<file path="src/rtl/ram_arbiter_if.sv">
// ram_arbiter_if: one requester's access handshake and data bus toward the RAM arbiter
interface ram_arbiter_if;
  logic req;
  logic we;
  logic lock;
  logic [13:0] addr;
  logic [31:0] wdata;
  logic gnt;
  logic ack;
  logic [31:0] rdata;
  modport master (output req, we, lock, addr, wdata, input gnt, ack, rdata);
  modport slave (input req, we, lock, addr, wdata, output gnt, ack, rdata);
endinterface

</file>
<file path="src/rtl/ram_arbiter.sv">
// ram_arbiter: round-robin two-master arbiter with bounded lock for a single-port data RAM
module ram_arbiter #(
  parameter int LOCK_MAX = 16
) (
  input  logic        clk,
  input  logic        reset,
  ram_arbiter_if.slave m0,
  ram_arbiter_if.slave m1,
  output logic        ram_we,
  output logic        ram_re,
  output logic [13:0] ram_addr,
  output logic [31:0] ram_wdata,
  input  logic [31:0] ram_rdata
);
  typedef enum logic [1:0] {IDLE, LOCK0, LOCK1} state_t;
  state_t state_q, state_d;
  logic last_q, last_d;
  logic [7:0] lcnt_q, lcnt_d, lcnt_inc;
  logic ack0_q, ack0_d, ack1_q, ack1_d;
  logic [31:0] rdata0_q, rdata0_d, rdata1_q, rdata1_d;
  logic g0, g1, we_sel, lock_x, rel;
  always_comb begin
    g0 = state_q == LOCK0 ? m0.req : state_q == LOCK1 ? 1'b0 : m0.req & (~m1.req | last_q);
    g1 = state_q == LOCK1 ? m1.req : state_q == LOCK0 ? 1'b0 : m1.req & (~m0.req | ~last_q);
    we_sel = g0 ? m0.we : g1 ? m1.we : 1'b0;
    ram_we = we_sel & ~reset;
    ram_re = (g0 | g1) & ~we_sel;
    ram_addr = g0 ? m0.addr : g1 ? m1.addr : 14'd0;
    ram_wdata = g0 ? m0.wdata : g1 ? m1.wdata : 32'd0;
    lock_x = state_q == LOCK1 ? m1.lock : m0.lock;
    lcnt_inc = lcnt_q + 8'd1;
    rel = ~lock_x | (lcnt_inc == 8'(LOCK_MAX));
    state_d = state_q == IDLE ? (g0 & m0.lock ? LOCK0 : g1 & m1.lock ? LOCK1 : IDLE)
                              : (rel ? IDLE : state_q);
    lcnt_d = state_d == IDLE ? 8'd0 : state_q == IDLE ? 8'd1 : lcnt_inc;
    last_d = g0 ? 1'b0 : g1 ? 1'b1 : state_q == LOCK0 ? 1'b0 : state_q == LOCK1 ? 1'b1 : last_q;
    ack0_d = g0;
    ack1_d = g1;
    rdata0_d = g0 & ~m0.we ? ram_rdata : rdata0_q;
    rdata1_d = g1 & ~m1.we ? ram_rdata : rdata1_q;
  end
  always_ff @(posedge clk) begin
    if (reset) begin
      state_q <= IDLE;
      last_q <= 1'b1;
      lcnt_q <= 8'd0;
      ack0_q <= 1'b0;
      ack1_q <= 1'b0;
      rdata0_q <= 32'd0;
      rdata1_q <= 32'd0;
    end else begin
      state_q <= state_d;
      last_q <= last_d;
      lcnt_q <= lcnt_d;
      ack0_q <= ack0_d;
      ack1_q <= ack1_d;
      rdata0_q <= rdata0_d;
      rdata1_q <= rdata1_d;
    end
  end
  assign m0.gnt = g0;
  assign m1.gnt = g1;
  assign m0.ack = ack0_q;
  assign m1.ack = ack1_q;
  assign m0.rdata = rdata0_q;
  assign m1.rdata = rdata1_q;
endmodule

</file>
<file path="src/flat_wrapper.sv">
// flat-port wrapper written by rule: the top's interface ports become plain ports
module ram_arbiter_flat 
#(
  parameter int LOCK_MAX = 16
)
  (clk, reset, ram_we, ram_re, ram_addr, ram_wdata, ram_rdata, m0_req, m0_we, m0_lock, m0_addr, m0_wdata, m0_gnt, m0_ack, m0_rdata, m1_req, m1_we, m1_lock, m1_addr, m1_wdata, m1_gnt, m1_ack, m1_rdata);
  ram_arbiter_if m0_i ();
  ram_arbiter_if m1_i ();
  input  logic clk;
  input  logic reset;
  output logic ram_we;
  output logic ram_re;
  output logic [13:0] ram_addr;
  output logic [31:0] ram_wdata;
  input  logic [31:0] ram_rdata;
  input wire logic [$bits(m0_i.req)-1:0] m0_req;
  input wire logic [$bits(m0_i.we)-1:0] m0_we;
  input wire logic [$bits(m0_i.lock)-1:0] m0_lock;
  input wire logic [$bits(m0_i.addr)-1:0] m0_addr;
  input wire logic [$bits(m0_i.wdata)-1:0] m0_wdata;
  output wire logic [$bits(m0_i.gnt)-1:0] m0_gnt;
  output wire logic [$bits(m0_i.ack)-1:0] m0_ack;
  output wire logic [$bits(m0_i.rdata)-1:0] m0_rdata;
  input wire logic [$bits(m1_i.req)-1:0] m1_req;
  input wire logic [$bits(m1_i.we)-1:0] m1_we;
  input wire logic [$bits(m1_i.lock)-1:0] m1_lock;
  input wire logic [$bits(m1_i.addr)-1:0] m1_addr;
  input wire logic [$bits(m1_i.wdata)-1:0] m1_wdata;
  output wire logic [$bits(m1_i.gnt)-1:0] m1_gnt;
  output wire logic [$bits(m1_i.ack)-1:0] m1_ack;
  output wire logic [$bits(m1_i.rdata)-1:0] m1_rdata;
  assign m0_i.req = m0_req;
  assign m0_i.we = m0_we;
  assign m0_i.lock = m0_lock;
  assign m0_i.addr = m0_addr;
  assign m0_i.wdata = m0_wdata;
  assign m0_gnt = m0_i.gnt;
  assign m0_ack = m0_i.ack;
  assign m0_rdata = m0_i.rdata;
  assign m1_i.req = m1_req;
  assign m1_i.we = m1_we;
  assign m1_i.lock = m1_lock;
  assign m1_i.addr = m1_addr;
  assign m1_i.wdata = m1_wdata;
  assign m1_gnt = m1_i.gnt;
  assign m1_ack = m1_i.ack;
  assign m1_rdata = m1_i.rdata;
  ram_arbiter #(.LOCK_MAX(LOCK_MAX)) u_core (.clk(clk), .reset(reset), .m0(m0_i), .m1(m1_i), .ram_we(ram_we), .ram_re(ram_re), .ram_addr(ram_addr), .ram_wdata(ram_wdata), .ram_rdata(ram_rdata));
endmodule
</file>
<file path="config.mk">
export PLATFORM = sky130hd
export DESIGN_NAME = ram_arbiter_flat
export DESIGN_NICKNAME = d
export VERILOG_FILES = /design/src/rtl/ram_arbiter_if.sv /design/src/rtl/ram_arbiter.sv /design/src/flat_wrapper.sv
export SDC_FILE = /design/constraint.sdc
export NUM_CORES = 1
export LEC_CHECK = 0
export ABC_AREA = 1
export ABC_CLOCK_PERIOD_IN_PS = 3460
export CORE_UTILIZATION = 39
export DETAILED_ROUTE_END_ITERATION = 16
export HOLD_SLACK_MARGIN = 0.08
export PLACE_DENSITY = 0.93
export SLEW_MARGIN = 20
export SYNTH_ARGS = -nofsm -noshare
export SYNTH_HDL_FRONTEND = slang
export SYNTH_SLANG_ARGS = --single-unit
</file>
<file path="constraint.sdc">
create_clock -name clk -period 3.46 [get_ports clk]
set_input_delay 0.692 -clock clk [delete_from_list [all_inputs] [get_ports clk]]
set_output_delay 0.692 -clock clk [all_outputs]
set_load 0.01 [all_outputs]
</file>
==> impl_metrics.ini <==
[routing]
wirelength_um = 13400
first_iter_violations = 162
top_layer = met4
drtPass1Iterations = 7
ant_nets = 0
wl_met1_um = 4860
via_per_inst = 5.14
vias = 4571
drc = 0
routed-wl-met2_um = 6900
wl_per_cell_um = 15.0
wl_met3_um = 908

[worst_setup_path]
crit_required_ns = 2.77
critPathBufInv = 3
rr_startpoint = u_core.state_q[1]$_SDFF_PP0_
cpMostUsedCell = clkdlybuf4s50_1
startpoint = m0_req
reg2reg_depth = 10
start_kind = input pin
r2r-end = u_core.m1.rdata[13]$_SDFFE_PP0P_
cp_slowest_cell = clkdlybuf4s50_1
worstPathMaxFanout = 42
critical_path.top_delay_family = buffers and inverters
r2r_slack_ns = 1.47
cpPeakStageDelay_ns = 0.56
worstPathArrival_ns = 2.63
crit_type = in -> out
path_cells = clkdlybuf4s50_1 > a21oi_1 > nor2_1 > nor2_4 > buf_12 > nand3_1 > nand2_1 > clkdlybuf4s50_1
endpoint_kind = primary output

[clock_tree]
cts_tree = built
cts.htree.levels = 3
max-clock-path-buffers = 2
clock_latency_ns = 0.34
ctsResizeCount = 0
holdBufCountCts = 0
cts.sinks = 77
root_buffer = clkbuf_8
cts_setup_buffers = 0
numCtsBuffers = 9
clk_pin_slew_ns = 0.09

[cells_and_area]
stdcell_area_um2 = 6410
area_delta_synth_final_pct = 73.4
final_cell_mix = clkdlybuf4s50_1, nand2_1, nand3_1
antenna_cells = 0
layout_commonest_cell = clkdlybuf4s50_1
drive_above_1_share = 0.0463
stdcell_count = 889
layout.nets = 909

[floorplanning]
placeableCoreArea_um2 = 9200
die_area_um2 = 9870
die_h_um = 99.4
fp.dieW_um = 99.4
pin_count = 248
row_count = 35
start_util = 0.402

[placement]
hpwl_um = 10400
globalplace.congestion = 0.999
dpl_cell_area_um2 = 6200
place_ws_ns = 0.135
dp.cells = 873
port_buffers = 247

[worst_hold_path]
hold_class = reg -> reg
worstHoldStart = u_core.m0.rdata[13]$_SDFFE_PP0P_
whs_path_depth = 2
min_to = u_core.m0.rdata[13]$_SDFFE_PP0P_

[timing]
min_period_ns = 3.32
rsz0062_at_grt = false
setup_viol = 0
fin_ws_ns = 0.137
period_share = 0.960
drv_slew = 0
tns_ns = 0
finalHoldViolCount = 0
maxSlewHeadroom = 0.409
clock.fmax_mhz = 301
worstMarginPinSlew_ns = 0.886
timing.hold.ws_ns = 0.449
clock-skew-final_ns = 0.0144

[pwr]
p_seq_frac = 0.407
vdd_drop_max_mv = 0.204
clkPwrFrac = 0.290
p_sw_frac = 0.288
power.density_nw_per_um2 = 370
power_switching_uw = 683
p_leak_uw = 0.00256
p_int_uw = 1690
combPwrFrac = 0.303

[global_route]
grt_first_pass_wirelength_um = 21100
overflow = 0
antenna_found_initial = 0
grt_max_degree = 65
track_usage = 0.271
grt_pass1_vias = 4450

[synth]
synth_area_um2 = 3700
syn_area_per_cell_um2 = 6.78
synth_cells = 545
ys_ff_latch = 77
synth_cell_type_count = 29
synth_warnings = 0
synth-seq-area-share = 0.417
synth_nets = 681

[run]
drv_cap = 0

[outcome]
status = finished, final reports clean
metal layers:
metal / global-route usage / up-vias
met5: 0 / -
met4: 0.165 / 0
met3: 0.0548 / 48
met2: 0.496 / 243
met1: 0.285 / 2054
li1: - / 2226
cells by family after synthesis:
kind of cell | after synthesis | synth area share
AOI/OAI and AO/OA | 104 | 0.143
xor gates and xnor gates | 1 | 0.00237
adders and majority gates | 4 | 0.0135
buffers and inverters | 94 | 0.110
DFF | 77 | 0.417
muxes | 1 | 0.00305
and+or+nand+nor | 264 | 0.311
how the worst max path moves through the flow:
stage	end	slack (ns)	cells past startpoint
4_1_cts	ram_wdata[14]	0.13	9
2_1_floorplan	ram_re	1.07	7
5_1_grt	ram_re	0.04	9
3_3_place_gp	ram_wdata[5]	0.20	9
6_report	ram_wdata[14]	0.14	8
3_5_place_dp	ram_wdata[14]	0.13	9
cell usage after synthesis (all sizes together):
master | count | area share
a21boi | 1 | 0.0020
a21oi | 67 | 0.091
buf | 22 | 0.037
clkbuf | 18 | 0.018
clkinv | 1 | 0.0010
dfxtp | 77 | 0.42
ha | 4 | 0.014
inv | 53 | 0.054
mux2 | 1 | 0.0030
nand2 | 149 | 0.15
nand3 | 86 | 0.12
nand3b | 1 | 0.0020
nand4 | 4 | 0.0068
nor2 | 15 | 0.019
nor3 | 7 | 0.0095
o21ai | 35 | 0.048
o311ai | 1 | 0.0024
or2 | 2 | 0.0034
xnor2 | 1 | 0.0024
tightest hold or removal path: cells and delay by family, from the launching register on:
kind,cells,cell delay (ns)
compound gates,1,0.05
buf+inv,1,0.04
flops,1,0.32
registers in the layout, summed over array words and instances (netlist names):
register and cells:
u_core.m0.rdata 32, u_core.m1.rdata 32, u_core.lcnt_q 8, u_core.state_q 2, u_core.last_q 1, u_core.m0.ack 1
u_core.m1.ack 1
metrics by stage:
step	power, uW	utilization
after floorplan	1270	-
after global placement	1680	0.675
after detailed placement	1700	0.675
after CTS	2390	0.697
after global routing	2490	0.697
final	2370	0.697
layout make-up:
cell class / count / area (um2)
fill: 717 / 2790
timing repair buffer: 257 / 2570
multi-input combinational: 374 / 1750
sequential: 77 / 1540
inverter: 54 / 203
tap: 111 / 139
clock buffer: 10 / 138
clock inverter: 6 / 68.8
power groups by stage:
stage          Clock [uW]  Combinational, uW  Sequential, uW
2_1_floorplan           0                262            1010
3_3_place_gp            0                700             983
3_5_place_dp            0                718             986
4_1_cts               703                721             966
5_1_grt               747                774             972
6_report              689                718             966
No activity file was read; power rests on OpenSTA's default activity.
